`src/rtl/fifo_arb_pkg.sv`:
```
`default_nettype none
// +----------------------------------------------------------------------+
// | Package : fifo_arb_pkg                                               |
// | Brief   : Shared sizes, default weight and a one-hot helper for the  |
// |           FIFO read arbiters.                                        |
// | Rev     : 1.0                                                        |
// +----------------------------------------------------------------------+
package fifo_arb_pkg;

   localparam int NUM_Q = 4;   // queues in the bank
   localparam int IDX_W = 2;   // bits needed to index a queue
   localparam int WW    = 3;   // weight / credit width

   // Out of reset every queue gets one grant per turn: plain round robin.
   localparam logic [WW-1:0] W_DEFAULT = 3'd1;

   // Encode a one-hot (or all-zero) vector into its bit index.
   function automatic logic [IDX_W-1:0] onehot_to_idx(input logic [NUM_Q-1:0] oh);
      logic [IDX_W-1:0] idx;
      idx = '0;
      for (int i = 0; i < NUM_Q; i++) begin
         if (oh[i]) begin
            idx = idx | IDX_W'(i);
         end
      end
      return idx;
   endfunction

endpackage
`default_nettype wire

```
`src/rtl/rr_pick.sv`:
```
`default_nettype none
// +----------------------------------------------------------------------+
// | Module  : rr_pick                                                    |
// | Brief   : Combinational rotate-and-priority search. Returns the      |
// |           first set bit of elig_i at or after start_i, wrapping.     |
// | Rev     : 1.0                                                        |
// +----------------------------------------------------------------------+
module rr_pick #(
   parameter int NUM_Q = fifo_arb_pkg::NUM_Q,
   parameter int IDX_W = fifo_arb_pkg::IDX_W
) (
   input  logic [NUM_Q-1:0] elig_i,
   input  logic [IDX_W-1:0] start_i,
   output logic             found_o,
   output logic [IDX_W-1:0] idx_o
);

   import fifo_arb_pkg::*;

   logic [IDX_W-1:0] w_cand;

   // Walk offsets from farthest to nearest so the nearest eligible queue
   // (lowest rotation offset from start_i) overwrites any later one.
   // Index arithmetic wraps in IDX_W bits because NUM_Q is a power of two.
   always_comb begin
      found_o = 1'b0;
      idx_o   = start_i;
      w_cand  = '0;
      for (int k = NUM_Q - 1; k >= 0; k--) begin
         w_cand = start_i + IDX_W'(k);
         if (elig_i[w_cand]) begin
            found_o = 1'b1;
            idx_o   = w_cand;
         end
      end
   end

endmodule
`default_nettype wire

```
`src/rtl/wrr_fifo_scheduler.sv`:
```
`default_nettype none
// +----------------------------------------------------------------------+
// | Module  : wrr_fifo_scheduler                                         |
// | Brief   : Weighted round-robin read scheduler for four FIFOs. Issues |
// |           at most one one-hot read enable per cycle, giving each     |
// |           queue up to weight consecutive grants, and registers the   |
// |           granted index to align with FIFO read data.                |
// | Rev     : 1.0                                                        |
// +----------------------------------------------------------------------+
module wrr_fifo_scheduler #(
   parameter int NUM_Q = fifo_arb_pkg::NUM_Q,
   parameter int WW    = fifo_arb_pkg::WW
) (
   input  logic                          clk,
   input  logic                          rst_n,
   input  logic [NUM_Q-1:0]              empty,
   input  logic                          stall,
   input  logic                          weight_wr,
   input  logic [fifo_arb_pkg::IDX_W-1:0] weight_sel,
   input  logic [WW-1:0]                 weight_din,
   output logic [NUM_Q-1:0]              ren,
   output logic [fifo_arb_pkg::IDX_W-1:0] gnt_idx_q,
   output logic                          gnt_valid_q
);

   import fifo_arb_pkg::*;

   // Scheduler state
   logic [IDX_W-1:0] ptr_q, ptr_d;
   logic [WW-1:0]    credit_q, credit_d;
   logic [WW-1:0]    weight_q [NUM_Q];

   // Combinational decision signals
   logic [NUM_Q-1:0] w_elig;
   logic [IDX_W-1:0] w_start;
   logic             w_found;
   logic [IDX_W-1:0] w_pick_idx;
   logic             w_grant;
   logic [IDX_W-1:0] w_gidx;

   // A queue competes only when it holds data and is not disabled by weight 0.
   for (genvar q = 0; q < NUM_Q; q++) begin : g_elig
      assign w_elig[q] = !empty[q] && (weight_q[q] != '0);
   end

   // The reload search begins just past the current queue and ends on it,
   // so a sole eligible queue is found again with no idle cycle.
   assign w_start = ptr_q + IDX_W'(1);

   rr_pick #(
      .NUM_Q (NUM_Q),
      .IDX_W (IDX_W)
   ) u_pick (
      .elig_i  (w_elig),
      .start_i (w_start),
      .found_o (w_found),
      .idx_o   (w_pick_idx)
   );

   // Grant decision: continue the current burst while credit remains,
   // otherwise reload from the next eligible queue; nothing moves in
   // reset or stall. A queue that empties mid-burst falls to the reload
   // path, which forfeits its leftover credit.
   always_comb begin
      w_grant  = 1'b0;
      w_gidx   = ptr_q;
      ptr_d    = ptr_q;
      credit_d = credit_q;
      if (rst_n && !stall) begin
         if (w_elig[ptr_q] && (credit_q != '0)) begin
            w_grant  = 1'b1;
            credit_d = credit_q - WW'(1);
         end else if (w_found) begin
            // w_found implies weight_q[w_pick_idx] != 0, so no underflow.
            w_grant  = 1'b1;
            w_gidx   = w_pick_idx;
            ptr_d    = w_pick_idx;
            credit_d = weight_q[w_pick_idx] - WW'(1);
         end
      end
   end

   // One-hot read enable from the chosen index.
   always_comb begin
      ren = '0;
      if (w_grant) begin
         ren[w_gidx] = 1'b1;
      end
   end

   // Pointer and credit registers; reset parks the pointer on the last
   // queue so the first search starts at queue 0.
   always_ff @(posedge clk) begin
      if (!rst_n) begin
         ptr_q    <= IDX_W'(NUM_Q - 1);
         credit_q <= '0;
      end else begin
         ptr_q    <= ptr_d;
         credit_q <= credit_d;
      end
   end

   // Weight register file; writes land at the edge, so a reload in the
   // same cycle still sees the old value. Writes are accepted during stall.
   always_ff @(posedge clk) begin
      if (!rst_n) begin
         for (int q = 0; q < NUM_Q; q++) begin
            weight_q[q] <= W_DEFAULT;
         end
      end else if (weight_wr) begin
         weight_q[weight_sel] <= weight_din;
      end
   end

   // Grant pipeline stage aligned with FIFO read data; the index holds
   // its last value when no grant is issued.
   always_ff @(posedge clk) begin
      if (!rst_n) begin
         gnt_idx_q   <= '0;
         gnt_valid_q <= 1'b0;
      end else begin
         gnt_valid_q <= |ren;
         if (|ren) begin
            gnt_idx_q <= onehot_to_idx(ren);
         end
      end
   end

endmodule
`default_nettype wire

```
`config.mk`:
```
export PLATFORM = sky130hd
export DESIGN_NAME = wrr_fifo_scheduler
export DESIGN_NICKNAME = d
export VERILOG_FILES = /design/src/rtl/fifo_arb_pkg.sv /design/src/rtl/rr_pick.sv /design/src/rtl/wrr_fifo_scheduler.sv
export SDC_FILE = /design/constraint.sdc
export NUM_CORES = 1
export LEC_CHECK = 0
export CAP_MARGIN = 10
export CORE_UTILIZATION = 55
export CTS_BUF_LIST = sky130_fd_sc_hd__clkbuf_8
export DETAILED_ROUTE_END_ITERATION = 7
export GPL_TIMING_DRIVEN = 0
export PLACE_DENSITY = 0.82
export SETUP_SLACK_MARGIN = 0.2
export SLEW_MARGIN = 5
export SYNTH_ARGS = -nofsm -noshare
export SYNTH_HDL_FRONTEND = slang
export SYNTH_SLANG_ARGS = --single-unit
```
`constraint.sdc`:
```
create_clock -name clk -period 3.3 [get_ports clk]
set_input_delay 0.825 -clock clk [delete_from_list [all_inputs] [get_ports clk]]
set_output_delay 0.825 -clock clk [all_outputs]
set_load 0.1 [all_outputs]
```
==> results.ini, run 1 <==
[status]
status = finished clean

[final_layout]
syn_to_final_growth_pct = 43.29
final-instance-count-excl-fill = 198
multi_input_area_um2 = 844.6
layout-drive-gt1-share_pct = 37.06
regArea_um2 = 520.5
final_area_um2 = 1843
insertedDiodeCount = 0
fin_nets = 185
fillers = 133

[setup_path]
crit_type = flop to output port
endpoint_kind = output port
crit_fanout = 4
start_kind = flop
critPathRequiredTime_ps = 2470
worstPathArrival_ps = 2400

[grt]
antenna_found_initial = 0
grt_usage_pct = 31.13
met3_usage_pct = 4.545
first_global_vias = 1279
grt_max_degree = 13
gr-max-usage-layer = met2
grt_pass1_wl_mm = 5.844
overflow = 0
grt_use_met2_pct = 58.22
grtUsageMet1_pct = 34.91

[power_and_ir_drop]
cellLeakagePower_uw = 0.0007256
power_uw = 961.6
ir_drop_mv = 0.4447
p_per_area_nw_per_um2 = 521.8

[route]
firstDrtPassIters = 4
drtIter0Drc = 58
dr_total_vias = 1268
antenna_left = 0
wl_per_cell_um = 18.25
drcViolationCount = 0
routed_wl_mm = 3.614
vias_per_cell = 6.404

[timing]
finalSetupViolations = 0
finalMaxSlewViolations = 0
hold_ws_ps = 508.7
relSlewSlack_pct = 34.88
max_freq_mhz = 309.8
fin_skew_ps = 4.789
period_share_pct = 97.81
hold_viol_final = 0
finalCriticalPeriod_ps = 3228
rsz0062_at_grt = true
tightest_slew_ps = 973.7
fin_ws_ps = 72.30

[synthesis]
synth.area.top_cells = edfxtp_1 28%, dfxtp_1 12%, mux2i_1 3.9%, and2_1 3.4%, nor2_1 3.2%
synth.top_cell.area_share_pct = 28.02
ys_ff_latch = 20
seq_area_frac_synth_pct = 40.47
synthCells = 134
yosys_warnings = 0
synth_cell_type_count = 50
yosysTopAreaCell = edfxtp_1
avgSynthCellArea_um2 = 9.599
yosys.cell_count.top_type = edfxtp_1
syn_nets = 148
synth_area_um2 = 1286
synth_ff_type = edfxtp_1
yosys-top-cells-count = 12 x edfxtp_1, 11 x nor2_1, 10 x nand2_1
async_reset_ff_share_pct = 0
synth_edf_count = 12

[floorplan]
die_w_um = 50.36
core_um2 = 2212
start_util_pct = 58.14
dieArea_um2 = 2536
ioPinCount = 20
fp-row-count = 17
die_y_um = 50.36

[clock_tree]
cts_tree = yes
cts_hold_buf = 0
htreeDepth = 1
cts_max_path_buffers = 2
root_buffer = clkbuf_8
clk_pin_slew_worst_paths_ps = 80
cts.sinks = 20
clock_latency_ps = 260
cts_buffers = 3

[place]
place_area_um2 = 1569
dp_hpwl_mm = 2.189
post-place-ws_ps = -1283
place_congestion = 0.8400
portBuffers = 19
dp_cells = 181

[job]
drv_cap = 0

[min_path]
hp-class = flop to flop

==> area by class of cell <==
| class | count | area share [%] |
|---|---|---|
| buffer | 6 | 2.037 |
| clock buffer | 3 | 2.240 |
| clock inverter | 1 | 1.629 |
| inverter | 5 | 1.086 |
| multi-input combinational | 103 | 45.82 |
| sequential | 20 | 28.24 |
| tap | 28 | 1.901 |
| timing repair buffer | 32 | 17.04 |
==> power breakdown <==
| group | leakage [µW] | total, µW | internal [µW] | switching [µW] |
|---|---|---|---|---|
| Clock | 0.0000357 | 246 | 162 | 83.8 |
| Sequential | 0.000184 | 318 | 292 | 26.6 |
| Combinational | 0.000506 | 398 | 163 | 235 |
==> worst paths after layout <==
path                   from      endpoint  slack, ps  depth (start not counted)
max          weight_q[0][2]        ren[2]         70                          9
min            gnt_idx_q[1]  gnt_idx_q[1]        510                          2
max reg2reg  weight_q[0][1]   credit_q[2]        380                         13
min reg2reg    gnt_idx_q[1]  gnt_idx_q[1]        510                          2
==> what timing repair did <==
| action | 4_1_cts | 5_1_grt |
|---|---|---|
| resized for setup | 61 | 5 |
| pin swaps | 14 | 8 |
| endpoints found under the setup margin | 5 | 5 |
| buffers inserted | 8 | 5 |
| gates cloned | 0 | 0 |
==> critical path, cell delays in order, from the launching register on <==
cell      delay [ps]
edfxtp_1         410
buf_6            150
nor3_4           220
nor2_2            60
mux4_2           520
o31a_1           220
nor2_2           170
a32oi_2           90
nor2_4           130
buf_12           180
==> state kept, by name, summed over array words and instances, names as in the netlist <==
register and cells:
gnt_idx_q 2, weight_q 12, gnt_valid_q 1, credit_q 3
ptr_q 2
==> cells by family (layout without fill, tap and decap cells) <==
family          count (synthesis)  after routing  synth area share, %
buf+inv                        11             47                4.474
flops                          20             20                40.47
mux                             7              7                6.517
xor+xnor                        1              1               0.6811
compound gates                 34             34                20.43
simple gates                   60             60                26.46
fa+ha+maj                       1              1               0.9726
==> stage by stage <==
| stage | TNS (ps) | utilization, % |
|---|---|---|
| 2_1_floorplan | 0 | - |
| 3_3_place_gp | -4858 | 70.93 |
| 3_5_place_dp | -5046 | 70.93 |
| 4_1_cts | 0 | 80.15 |
| 5_1_grt | 0 | 83.31 |
| 6_report | 0 | 83.31 |
==> layer usage <==
metal  part of all wire (%)  vias up  wire [µm]
li1                       -      579          -
met1                     38      613       1357
met2                     55       64       1971
met3                    5.1       12        183
met4                    2.8        0        102
met5                      0        -          0
==> cells in the final DEF, fill, tap and decap left out, drive strengths merged, types with 2 or more instances in the layout <==
| cell type | Yosys | final |
|---|---|---|
| buf | 5 | 26 |
| inv | 4 | 4 |
| o21ai | 3 | 3 |
| or2 | 2 | 2 |
| edfxtp | 12 | 12 |
| o211a | 2 | 2 |
| nor3b | 2 | 2 |
| or3 | 3 | 3 |
| and2 | 7 | 7 |
| a21oi | 5 | 5 |
| o211ai | 3 | 3 |
| clkbuf | 1 | 4 |
| a211oi | 2 | 2 |
| dfxtp | 8 | 8 |
| o31ai | 2 | 2 |
| a211o | 2 | 2 |
| a32oi | 3 | 3 |
| and3 | 2 | 2 |
| nor2 | 11 | 11 |
| clkdlybuf4s50 | 0 | 11 |
| nand2 | 11 | 11 |
| o22ai | 4 | 4 |
| nand3 | 7 | 7 |
| nor3 | 8 | 8 |
| mux2i | 5 | 5 |
| nand2b | 6 | 6 |
Power figures use the tool's default switching activity.
==> run 2, diff against run 1 <==
--- a/config.mk
+++ b/config.mk
@@ -6,11 +6,11 @@
 export NUM_CORES = 1
 export LEC_CHECK = 0
 export CAP_MARGIN = 10
-export CORE_UTILIZATION = 55
+export CORE_UTILIZATION = 50
 export CTS_BUF_LIST = sky130_fd_sc_hd__clkbuf_8
 export DETAILED_ROUTE_END_ITERATION = 7
 export GPL_TIMING_DRIVEN = 0
-export PLACE_DENSITY = 0.82
+export PLACE_DENSITY = 0.79
 export SETUP_SLACK_MARGIN = 0.2
 export SLEW_MARGIN = 5
 export SYNTH_ARGS = -nofsm -noshare
==> constraint.sdc (replaced) <==
create_clock -name clk -period 2.8 [get_ports clk]
set_input_delay 0.7 -clock clk [delete_from_list [all_inputs] [get_ports clk]]
set_output_delay 0.7 -clock clk [all_outputs]
set_load 0.1 [all_outputs]
==> run 2 against run 1 <==
  * The flow now finishes with violations (setup timing)
  * Combinational power rose by 30%
  * Largest cell class unchanged
  * Final area increased by 4.6%
  * First-iteration DRC count decreased by 36%
  * Sequential power is 19% higher
  * Hold slack got worse by 25 ps
  * Die area increased by 9.6%
  * Utilization shrank 4.8 points
  * Non-clock buffer count is 1 higher
==> results.ini, run 2 (synthesis gave the netlist of run 1 again) <==
[floorplan]
ioPinCount = 20
die_w_um = 52.72
fp-row-count = 18
dieArea_um2 = 2779
die_y_um = 52.72
start_util_pct = 52.40
core_um2 = 2455

[grt]
first_global_vias = 1124
grt_usage_pct = 24.86
overflow = 0
grt_pass1_wl_mm = 4.926
antenna_found_initial = 0
grt_max_degree = 12

[route]
vias_per_cell = 6.294
drcViolationCount = 0
dr_total_vias = 1265
drtIter0Drc = 37
wl_per_cell_um = 18.23
routed_wl_mm = 3.665
firstDrtPassIters = 4
antenna_left = 0

[timing]
finalSetupViolations = 6
finalCriticalPeriod_ps = 3145
fin_setup_tns_ps = -1657
relSlewSlack_pct = 34.91
finalMaxSlewViolations = 0
hold_viol_final = 0
tightest_slew_ps = 973.3
max_freq_mhz = 318.0
rsz0062_at_grt = true
fin_skew_ps = 2.691
fin_ws_ps = -344.9
period_share_pct = 112.3

[final_layout]
mostFrequentLayoutCell = buf_4
fin_util_pct = 78.54
reg.largest.list = weight_q: 12 flops, credit_q: 3 flops
multi_input_area_um2 = 909.6
insertedDiodeCount = 0
fillers = 158
final_cell_mix = 13 x buf_4, 12 x edfxtp_1, 11 x clkdlybuf4s50_1, 8 x nand2_1, 8 x dfxtp_1
regArea_um2 = 520.5
fin_nets = 186
top_register = weight_q
layout-drive-gt1-share_pct = 42.11
syn_to_final_growth_pct = 49.90
largest_reg_flops = 12

[place]
portBuffers = 19
post-place-ws_ps = -1556
place_congestion = 0.7344
dp_hpwl_mm = 2.246

[min_path]
hp-class = flop to flop

[status]
status = finished with violations
violations = setup timing

[job]
drv_cap = 0

[clock_tree]
root_buffer = clkbuf_8
cts_max_path_buffers = 2
cts_buffers = 3
cts.sinks = 20
cts_tree = yes
cts_hold_buf = 0
clk_pin_slew_worst_paths_ps = 70
clock_latency_ps = 250
htreeDepth = 1

[setup_path]
cp-startpoint = weight_q[0][1]
worstReg2RegStart = weight_q[0][1]
reg2reg_slack_ps = -340
endpoint_kind = output port
r2r_end = credit_q[2]
cp-endpoint = ren[1]
crit_fanout = 3
crit_type = flop to output port
worstPathArrival_ps = 2440
start_kind = flop
reg2regPathDepth = 14
critPathRequiredTime_ps = 2100

[power_and_ir_drop]
cellLeakagePower_uw = 0.0007377
power_uw = 1111
p_per_area_nw_per_um2 = 576.3
ir_drop_mv = 0.4530

run 2: changes by cell type in the layout (fill, tap and decap cells not counted), moves of 2 or more:
cell | before | now
mux2i_1 | 5 | 3
nor2_1 | 4 | 2
nor2_4 | 3 | 6
clkdlybuf4s15_2 | 0 | 3
nand2_1 | 10 | 8
buf_2 | 6 | 3
run 2: how the worst min path moves through the flow:
stage	to	start	slack, ps	cells after the start
3_3_place_gp	gnt_idx_q[0]	gnt_idx_q[0]	450	2
5_1_grt	gnt_idx_q[1]	gnt_idx_q[1]	510	2
3_5_place_dp	gnt_idx_q[0]	gnt_idx_q[0]	460	2
4_1_cts	gnt_idx_q[0]	gnt_idx_q[0]	470	2
6_report	gnt_idx_q[1]	gnt_idx_q[1]	480	2
2_1_floorplan	credit_q[2]	credit_q[2]	510	2
run 2: timing repair:
action / CTS / global route
pin swaps: 10 / 9
setup endpoints to repair: 6 / 6
resized for setup: 52 / 19
setup buffers: 9 / 5
run 2: power by group:
group,internal (µW),total [µW],switching [µW],leakage [µW]
registers,344,377,33.5,0.000184
logic,220,519,298,0.000525
clock network,125,215,89.9,0.0000288
run 2: metal layers:
metal  share of wire (%)  track usage (%)  vias to the layer above
met3                 5.6            4.348                        8
met5                   0                0                        -
met1                  39            27.92                      630
met4                 2.1            10.53                        0
li1                    -                -                      581
met2                  53            45.36                       46
run 2: cell type report:
cell class | count | share of cell area [%]
Inverter | 5 | 1.103
Multi-Input combinational cell | 103 | 47.18
Timing Repair Buffer | 33 | 17.98
Clock buffer | 4 | 2.855
Buffer | 6 | 1.947
Sequential cell | 20 | 27.00
Tap cell | 30 | 1.947
run 2: critical path, stage by stage (launching register included):
cell and delay, ps:
edfxtp_1 480, or3_4 460, a311oi_2 370, o22ai_2 130, nand3_2 150, and2_4 190, nand2_4 60, a21oi_4 160
buf_12 190
run 2: stage by stage:
stage | area, µm² | hold slack [ps] | cells
5_1_grt | 1928 | 511.3 | 201
4_1_cts | 1795 | 471.0 | 196
3_3_place_gp | 1602 | 449.8 | 183
2_1_floorplan | 1374 | 508.9 | 134
3_5_place_dp | 1602 | 463.8 | 183
6_report | 1928 | 484.0 | 201
